===== src/rtl/dmem_pkg.sv =====
// Shared types for the data-memory arbiter: size encodings, FSM states,
// the latched-request record and the size_bytes() helper.
// No ports; imported by dmem_arbiter and dmem_load_ext.
package dmem_pkg;

    localparam logic [1:0] SZ_BYTE = 2'd0;
    localparam logic [1:0] SZ_HALF = 2'd1;
    localparam logic [1:0] SZ_WORD = 2'd2;

    typedef enum logic [1:0] {
        IDLE   = 2'd0,
        ACCESS = 2'd1,
        RESP   = 2'd2
    } state_t;

    // Request captured at the IDLE handshake; held unchanged until the response retires.
    typedef struct packed {
        logic        port;
        logic        write;
        logic [1:0]  size;     // normalised: never 2'd3
        logic        uns;
        logic [31:0] addr;
        logic [31:0] wdata;
        logic        err;
    } req_t;

    function automatic logic [2:0] size_bytes(input logic [1:0] size);
        case (size)
            SZ_BYTE: size_bytes = 3'd1;
            SZ_HALF: size_bytes = 3'd2;
            default: size_bytes = 3'd4;
        endcase
    endfunction

endpackage


===== src/rtl/dmem_load_ext.sv =====
// Load extractor: picks byte/half/word from the LSBs of a memory word and sign/zero extends.
// Purely combinational, zero latency; no handshake, so no backpressure.
// Ports: word_i (memory word), size_i (SZ_*), unsigned_i (1 = zero-extend), data_o (result).
module dmem_load_ext
    import dmem_pkg::*;
(
    input  logic [31:0] word_i,
    input  logic [1:0]  size_i,
    input  logic        unsigned_i,
    output logic [31:0] data_o
);

    always_comb begin
        data_o = word_i;
        case (size_i)
            SZ_BYTE: data_o = {{24{~unsigned_i & word_i[7]}},  word_i[7:0]};
            SZ_HALF: data_o = {{16{~unsigned_i & word_i[15]}}, word_i[15:0]};
            default: data_o = word_i;
        endcase
    end

endmodule


===== src/rtl/dmem_arbiter.sv =====
// Two-port data-memory arbiter (port 0 = load/store unit, port 1 = debug/loader).
// Latency: accept at N, response at N+2 (N+1 for bad requests); one transaction in flight.
// Backpressure: req_ready only in IDLE and only to the granted port; RESP holds until rsp_ready.
// Ports: req_* request channel per port, rsp_* response channel, mem_* synchronous memory port.
// Build option: DMEM_ARB_RR_EN selects round-robin grant; otherwise port 0 has fixed priority.
module dmem_arbiter
    import dmem_pkg::*;
#(
    parameter logic [31:0] BASE      = 32'h01000000,
    parameter logic [31:0] MEM_BYTES = 32'h00010000
) (
    input  logic        clock,
    input  logic        reset_n,
    input  logic [1:0]  req_valid,
    output logic [1:0]  req_ready,
    input  logic [1:0]  req_write,
    input  logic [3:0]  req_size,
    input  logic [1:0]  req_unsigned,
    input  logic [63:0] req_addr,
    input  logic [63:0] req_wdata,
    output logic [1:0]  rsp_valid,
    input  logic [1:0]  rsp_ready,
    output logic [31:0] rsp_rdata,
    output logic        rsp_err,
    output logic        mem_read_write,
    output logic [1:0]  mem_access_size,
    output logic [31:0] mem_address,
    output logic [31:0] mem_data_in,
    input  logic [31:0] mem_data_out
);

    state_t state_q, state_d;
    req_t   req_q, req_d;

    logic        grant;
    logic [1:0]  sel_size_raw;
    logic [1:0]  sel_size;
    logic [31:0] sel_addr;
    logic        misaligned;
    logic        out_of_range;
    logic [32:0] end_addr;
    logic [31:0] ext_data;
    logic        mem_active;

`ifdef DMEM_ARB_RR_EN
    logic rr_ptr_q, rr_ptr_d;

    // Contended cycle goes to rr_ptr; otherwise whichever port is asking.
    always_comb begin
        if (&req_valid) begin
            grant = rr_ptr_q;
        end else begin
            grant = req_valid[1] & ~req_valid[0];
        end
    end
`else
    always_comb begin
        grant = req_valid[1] & ~req_valid[0];
    end
`endif

    // Decode of the granted port's request.
    always_comb begin
        sel_size_raw = grant ? req_size[3:2] : req_size[1:0];
        sel_size     = (sel_size_raw == 2'd3) ? SZ_WORD : sel_size_raw;
        sel_addr     = grant ? req_addr[63:32] : req_addr[31:0];
        misaligned   = ((sel_size == SZ_HALF) && sel_addr[0]) ||
                       ((sel_size == SZ_WORD) && (sel_addr[1:0] != 2'b00));
        // 33-bit sums so an address near 2^32 cannot wrap back into range.
        end_addr     = {1'b0, sel_addr} + {30'd0, size_bytes(sel_size)};
        out_of_range = ({1'b0, sel_addr} < {1'b0, BASE}) ||
                       (end_addr > ({1'b0, BASE} + {1'b0, MEM_BYTES}));
    end

    always_comb begin
        state_d   = state_q;
        req_d     = req_q;
        req_ready = 2'b00;
`ifdef DMEM_ARB_RR_EN
        rr_ptr_d  = rr_ptr_q;
`endif
        case (state_q)
            IDLE: begin
                if (req_valid[grant]) begin
                    req_ready   = grant ? 2'b10 : 2'b01;
                    req_d.port  = grant;
                    req_d.write = grant ? req_write[1] : req_write[0];
                    req_d.size  = sel_size;
                    req_d.uns   = grant ? req_unsigned[1] : req_unsigned[0];
                    req_d.addr  = sel_addr;
                    req_d.wdata = grant ? req_wdata[63:32] : req_wdata[31:0];
                    req_d.err   = misaligned | out_of_range;
                    state_d     = (misaligned | out_of_range) ? RESP : ACCESS;
`ifdef DMEM_ARB_RR_EN
                    rr_ptr_d    = ~grant;
`endif
                end
            end
            ACCESS: begin
                state_d = RESP;
            end
            RESP: begin
                if (rsp_ready[req_q.port]) begin
                    state_d = IDLE;
                end
            end
            default: begin
                state_d = IDLE;
            end
        endcase
    end

    always_ff @(posedge clock or negedge reset_n) begin
        if (!reset_n) begin
            state_q  <= IDLE;
            req_q    <= '0;
`ifdef DMEM_ARB_RR_EN
            rr_ptr_q <= 1'b0;
`endif
        end else begin
            state_q  <= state_d;
            req_q    <= req_d;
`ifdef DMEM_ARB_RR_EN
            rr_ptr_q <= rr_ptr_d;
`endif
        end
    end

    dmem_load_ext u_load_ext (
        .word_i     (mem_data_out),
        .size_i     (req_q.size),
        .unsigned_i (req_q.uns),
        .data_o     (ext_data)
    );

    // Address stays on the bus through RESP so the registered read word stays valid
    // while the response is backpressured. Bad requests never touch the memory.
    assign mem_active      = (state_q == ACCESS) || ((state_q == RESP) && !req_q.err);
    assign mem_address     = mem_active ? req_q.addr : 32'd0;
    assign mem_access_size = mem_active ? req_q.size : 2'd0;
    assign mem_read_write  = (state_q == ACCESS) && req_q.write;
    assign mem_data_in     = ((state_q == ACCESS) && req_q.write) ? req_q.wdata : 32'd0;

    assign rsp_valid = (state_q == RESP) ? (req_q.port ? 2'b10 : 2'b01) : 2'b00;
    assign rsp_err   = (state_q == RESP) && req_q.err;
    assign rsp_rdata = ((state_q == RESP) && !req_q.write && !req_q.err) ? ext_data : 32'd0;

endmodule


===== config.mk =====
export PLATFORM = sky130hd
export DESIGN_NAME = dmem_arbiter
export DESIGN_NICKNAME = d
export VERILOG_FILES = /design/src/rtl/dmem_pkg.sv /design/src/rtl/dmem_load_ext.sv /design/src/rtl/dmem_arbiter.sv
export SDC_FILE = /design/constraint.sdc
export NUM_CORES = 1
export LEC_CHECK = 0
export CAP_MARGIN = 30
export CORE_MARGIN = 3
export CORE_UTILIZATION = 36
export CTS_CLUSTER_DIAMETER = 80
export DETAILED_ROUTE_END_ITERATION = 12
export GPL_TIMING_DRIVEN = 0
export PLACE_DENSITY = 0.89
export SLEW_MARGIN = 25
export SYNTH_ARGS = -nofsm -noshare
export SYNTH_HDL_FRONTEND = slang
export SYNTH_SLANG_ARGS = --single-unit

===== constraint.sdc =====
create_clock -name clock -period 1.9 [get_ports clock]
set_clock_uncertainty 0.2 [all_clocks]
set_input_delay 0.19 -clock clock [delete_from_list [all_inputs] [get_ports clock]]
set_output_delay 0.19 -clock clock [all_outputs]
set_load 0.03 [all_outputs]

==> flow_summary.ini, run 1 <==
[outcome]
outcome = complete, but fails checks
violations = setup timing

[yosys]
synth-main-ff-cell = dfrtp_1
yosys-top-cells-area = dfrtp_1 35%, nand2_1 11%, mux2i_1 6.4%, a31oi_1 5.6%, nor2b_1 4.4%
synth_cell_type_count = 57
synthCells = 688
ys_warn_count = 0
synth.cell_area_um2 = 5170
synth-async-reset-ratio_pct = 100
ys_seq_elements = 72
synth-edff-count = 0
synthesis.nets = 866
yosysTopAreaCell = dfrtp_1
syn_avg_cell_area_um2 = 7.51
yosys.area.top_type_share_pct = 34.9
synth_seq_area_share_pct = 34.9

[detailed_routing]
dr.pass1.iters = 5
drcViolationCount = 0
routed_wl_um = 25300
vias_per_cell = 5.55
drt_iter0_drc = 407
wl_per_cell_um = 20.4
vias = 6890
ant_nets = 0

[power_and_ir_drop]
power_leakage_nw = 4.61
powerDensity_nw_per_um2 = 783
combPwrFrac_pct = 44.9
p_switching_mw = 3.22
pwr-share-clk_pct = 21.9
p_sw_share_pct = 38.4
power.internal_mw = 5.17
vdd_drop_max_v = 0.000543
seqPwrFrac_pct = 33.1
finalPower_mw = 8.39

[setup_path]
worstPathCellList = buf_8 -> and2b_2 -> buf_12 -> buf_12 -> buf_12 -> mux2i_4 -> buf_4 -> nor2_4 -> ha_1 -> a21o_1 -> or4_1 -> a21boi_1 -> o211ai_1 -> or4_4 -> o311a_4 -> a21oi_4 -> a41oi_2
endpoint_kind = register
cp_max_fo = 4
cpMaxStageDelayCell = or4_1
worstPathRequired_ps = 1870
cp.arrival_ps = 3630
path_buf_inv = 5
cp_common_cell = buf_12
worstSetupPathType = in -> reg
max_stage_delay_ps = 490
startpoint_type = primary input
crit_family = simple AND/OR/NAND/NOR gates

[placed_design]
port-buffer-count = 277
dp.cells = 1147
globalplace.congestion = 0.910
hpwl_um = 16500
dpl-instance-area_um2 = 8640

[floorplanning]
fp.dieH_um = 126
start_util_pct = 36.9
io_pins = 278
fp-row-count = 43
core_area_um2 = 14000
fp.dieW_um = 126
dieArea_um2 = 15800

[finish]
fillers = 918
diodes = 0
design_area_um2 = 10700
multi_input_area_um2 = 4060
stdcell_count = 1241
final_cell_mix = 170 x clkdlybuf4s50_1, 147 x nand2_1, 133 x buf_6, 70 x dfrtp_1, 52 x buf_4
area_growth_pct = 107
regArea_um2 = 1800
num-nets-final = 1235
layout_commonest_cell = clkdlybuf4s50_1
drive_gt1_share_pct = 36.8

[sta]
tightest_slew_ps = 617
slew_viol_final = 0
hold_ws_ps = 200
post-route-min-period_ps = 3660
post-route-period-util_pct = 192
setup_viol = 102
hold_viol_final = 0
slew_headroom_pct = 58.5
max_freq_mhz = 273
rsz0062_at_grt = yes
worst_slack_ps = -1760

[clocking]
cts_buffers = 9
root_buffer = clkbuf_16
clk_pin_slew_ps = 60
clockBufferDepth = 2
htree_levels = 3
cts_tree = done
cts.sinks = 72
clk_latency_ps = 330

[grt]
antenna_found_initial = 0
track_usage_pct = 29.1
grt_start_max_net_pins = 38
overflow = 0
grt_pass1_wl_um = 37000
grt_pass1_vias = 6892

[flow_run]
maxCapViolCount = 0

[worst_hold_path]
hold_class = in -> async
[cell usage after synthesis (all sizes together), types with 2 or more instances]
library cell and n:
nand2b 3, nand2 149, nor4 6, nand4 4
nand3 18, buf 14, xnor2 6, o31ai 5
and3 33, nor3b 4, nor2 54, mux2 3
nor3 10, and2 13, a21oi 32, clkbuf 36
dfrtp 72, mux2i 33, a31oi 46, nor2b 36
or4 2, nor4bb 2, and4b 2, ha 3
a211o 2, a211oi 2, inv 21, o41ai 2
or3 3, or2 3, a41oi 2, nor4b 2
nand3b 2, xor2 5, o21ai 41, a21o 2
[metal layers]
| layer | GRT usage, % | routed length (µm) | vias up |
|---|---|---|---|
| met4 | 10.5 | 935 | 0 |
| li1 | - | - | 3132 |
| met1 | 35.9 | 9760 | 3282 |
| met5 | 0 | 0 | - |
| met3 | 5.34 | 1930 | 76 |
| met2 | 50.9 | 12600 | 400 |
[cell type report]
| type | instances | area share (%) |
|---|---|---|
| plain buffers | 40 | 3.28 |
| clock inverters | 6 | 0.795 |
| inverters | 21 | 0.736 |
| repair buffers | 368 | 36.2 |
| well taps | 180 | 2.10 |
| clock buffers | 9 | 2.10 |
| flip-flops and latches | 72 | 16.9 |
| multi-input cells | 545 | 38.0 |
[sequential cells by signal, indices dropped and copies added, names as in the netlist]
| signal | cells |
|---|---|
| state_q | 2 |
| req_q | 70 |
[metrics by stage]
step	utilization (%)	worst slack [ps]	TNS, ps
5_1_grt	76.5	-1860	-32600
3_5_place_dp	61.7	-3320	-160500
4_1_cts	72.5	-1810	-31460
2_1_floorplan	-	-1830	-6310
6_report	76.5	-1760	-26480
3_3_place_gp	61.5	-3200	-318590
[power groups by stage]
stage                     Combinational [mW]  Sequential (mW)  Clock (mW)
final                                   3.77             2.78        1.84
after detailed placement                3.00             2.71           0
after floorplan                         1.92             2.57           0
after global placement                  2.87             2.67           0
after CTS                               3.39             2.73        1.85
after global routing                    4.06             2.85        1.92
[worst paths after layout]
kind / cells after the start / from / endpoint / slack, ps
worst max-delay path: 17 / req_valid[1] / state_q[1]$_DFFE_PN0P_ / -1760
worst min-delay path: 2 / reset_n / req_q[53]$_DFFE_PN0P_ / 200
worst max register to register: 7 / state_q[0]$_DFFE_PN0P_ / req_q[21]$_DFFE_PN0P_ / 30
worst min register to register: 2 / req_q[37]$_DFFE_PN0P_ / req_q[37]$_DFFE_PN0P_ / 290
max in group asynchronous: 3 / reset_n / state_q[1]$_DFFE_PN0P_ / 690
min in group clock: 3 / req_wdata[54] / req_q[23]$_DFFE_PN0P_ / 200
[logic make-up (layout without fill, tap and decap cells)]
| kind of cell | count (synthesis) | after routing | share of synthesized area [%] |
|---|---|---|---|
| multiplexers | 36 | 36 | 7.04 |
| AO/OA/AOI/OAI | 143 | 143 | 16.5 |
| XOR/XNOR | 11 | 11 | 1.86 |
| flip-flops | 72 | 72 | 34.9 |
| buffers and inverters | 71 | 444 | 5.45 |
| AND/OR/NAND/NOR | 351 | 351 | 33.2 |
| adder cells (fa/ha/maj) | 4 | 4 | 1.11 |
[timing repair]
action / CTS / global route
hold buffers: 1 / 0
cloned: 4 / 1
hold endpoints to repair: 36 / 0
gates resized for setup: 856 / 138
setup buffers: 61 / 27
setup endpoints to repair: 176 / 152
pin swaps: 16 / 20
No activity file was read; power rests on OpenSTA's default activity.
==> run 2: changes to the inputs <==
--- a/config.mk
+++ b/config.mk
@@ -6,7 +6,6 @@
 export NUM_CORES = 1
 export LEC_CHECK = 0
 export CAP_MARGIN = 30
-export CORE_MARGIN = 3
 export CORE_UTILIZATION = 36
 export CTS_CLUSTER_DIAMETER = 80
 export DETAILED_ROUTE_END_ITERATION = 12
==> run 2 against run 1 <==
The run still ends with setup timing left. Cell count increased by 2.1%. Flip-flop and latch count unchanged. Critical path depth increased by 3. Sequential share of layout area decreased by 0.51 points. Register-to-register slack got worse by 30 ps. Power increased by 4.1%. Count of clock-buffer cells in the layout increased by 3. Non-clock buffer count increased by 25. Sequential power about the same. Final area increased by 3.1%. Utilization increased by 2.7 points. Combinational power increased by 10%. Critical path type unchanged. Largest cell class unchanged.
==> flow_summary.ini, run 2 (synthesized netlist as in run 1, its figures left out) <==
[clocking]
clockBufferDepth = 2
clk_pin_slew_ps = 60
cts_buffers = 9
htree_levels = 3
clk_latency_ps = 340
cts.sinks = 72
cts_tree = done
root_buffer = clkbuf_16

[setup_path]
cp_max_fo = 10
worstSetupPathType = in -> reg
r2r_cells = 7
endpoint_kind = register
cp.arrival_ps = 3830
worstPathRequired_ps = 1970
startpoint_type = primary input
r2r-start = state_q[0]$_DFFE_PN0P_
r2r-end = req_q[16]$_DFFE_PN0P_
ff2ff_setup_slack_ps = 0

[finish]
largestRegisters = req_q: 70 flops, state_q: 2 flops
drive_gt1_share_pct = 39.2
top_register = req_q
final_cell_mix = 170 x clkdlybuf4s50_1, 158 x buf_6, 147 x nand2_1, 70 x dfrtp_1, 51 x buf_4
largest_register_ffs = 70
stdcell_count = 1267
diodes = 0
fillers = 847
num-nets-final = 1260
area_growth_pct = 114
layout_commonest_cell = clkdlybuf4s50_1

[sta]
post-route-period-util_pct = 198
post-route-min-period_ps = 3760
slew_viol_final = 0
rsz0062_at_grt = yes
slew_headroom_pct = 50.7
hold_viol_final = 0
setup_viol = 106
tightest_slew_ps = 732
max_freq_mhz = 266
setup-tns-final_ps = -34660
worst_slack_ps = -1860

[floorplanning]
core_area_um2 = 13900
fp.dieH_um = 122
io_pins = 278
dieArea_um2 = 14800
start_util_pct = 37.1
fp.dieW_um = 122
fp-row-count = 43

[grt]
overflow = 0
grt_start_max_net_pins = 48
track_usage_pct = 32.0
grt_pass1_vias = 6967
grt_pass1_wl_um = 36300
antenna_found_initial = 0

[detailed_routing]
drt_iter0_drc = 562
wl_per_cell_um = 20.6
routed_wl_um = 26100
dr.pass1.iters = 10
drcViolationCount = 0
vias_per_cell = 5.66
ant_nets = 0
vias = 7175

[placed_design]
port-buffer-count = 277
hpwl_um = 16000
globalplace.congestion = 0.900
dp.cells = 1147

[power_and_ir_drop]
powerDensity_nw_per_um2 = 791
vdd_drop_max_v = 0.000509
finalPower_mw = 8.73
power_leakage_nw = 4.78

[flow_run]
maxCapViolCount = 0

[outcome]
violations = setup timing
outcome = complete, but fails checks

[worst_hold_path]
hold_class = in -> async
## run 2: cell types whose count changed in the layout (fill, tap and decap cells not counted), moves of 3 or more
| cell | delta |
|---|---|
| and2_1 | -4 |
| and2_4 | +4 |
| and3_1 | +3 |
| and3_4 | -3 |
| buf_12 | -6 |
| buf_6 | +25 |
| clkbuf_2 | -3 |
| clkbuf_4 | +5 |
| o21ai_0 | -4 |
## run 2: how the worst max path moves through the flow
| stage | start | endpoint | slack, ps |
|---|---|---|---|
| 4_1_cts | req_valid[0] | state_q[1]$_DFFE_PN0P_ | -1800 |
| 6_report | req_valid[0] | state_q[0]$_DFFE_PN0P_ | -1860 |
| 3_5_place_dp | req_valid[0] | state_q[1]$_DFFE_PN0P_ | -3260 |
| 3_3_place_gp | req_valid[0] | req_q[0]$_DFFE_PN0P_ | -3190 |
| 2_1_floorplan | req_valid[0] | req_q[0]$_DFFE_PN0P_ | -1830 |
| 5_1_grt | req_valid[0] | state_q[0]$_DFFE_PN0P_ | -1980 |
## run 2: through the flow
step / area (µm²) / worst slack, ps / hold WS, ps / util, %
finish: 11000 / -1860 / 147 / 79.2
global route: 11000 / -1980 / 189 / 79.2
floorplan: 5610 / -1830 / -306 / -
CTS: 10300 / -1800 / 133 / 73.9
detailed placement: 8640 / -3260 / -58.9 / 62.0
global placement: 8610 / -3190 / 254 / 61.8
## run 2: layout make-up
type                       instances  area, µm²  area share, %
buffer                            43        412           3.73
clock buffer                      12        256           2.32
clock inverter                     4       51.3          0.465
inverter                          21       78.8          0.714
multi-input combinational        545       4120           37.3
sequential                        72       1800           16.3
tap                              180        225           2.04
timing repair buffer             390       4090           37.1
## run 2: worst max-delay path, stage by stage
cell,delay (ps)
buf_8,100
nand2b_1,130
buf_4,170
buf_8,130
buf_12,140
mux2i_4,240
inv_2,100
nor2_4,170
buf_6,120
fa_2,240
a21oi_4,80
or2_1,220
buf_6,150
nor4_4,330
nand2_2,170
o31ai_4,310
o311ai_2,140
nor4_2,270
buf_4,190
and4_1,200
## run 2: timing repair
item	in CTS	in global routing
gates cloned	4	2
setup buffers	68	45
pin swaps	21	34
hold endpoints to repair	72	0
hold buffers	1	0
setup endpoints to repair	174	129
gates resized for setup	886	144
## run 2: per-layer routing
layer  vias up  wire length (µm)  track usage, %
met1      3408              9370            36.7
li1       3189                 -               -
met4         0              1410            17.0
met2       452             13100            55.8
met5         -                 0               0
met3       126              2200            6.37
## run 2: report_power, final
part	internal, mW	switching (mW)
logic	1.98	2.16
clock network	1.09	0.712
registers	2.28	0.500
total	5.36	3.37
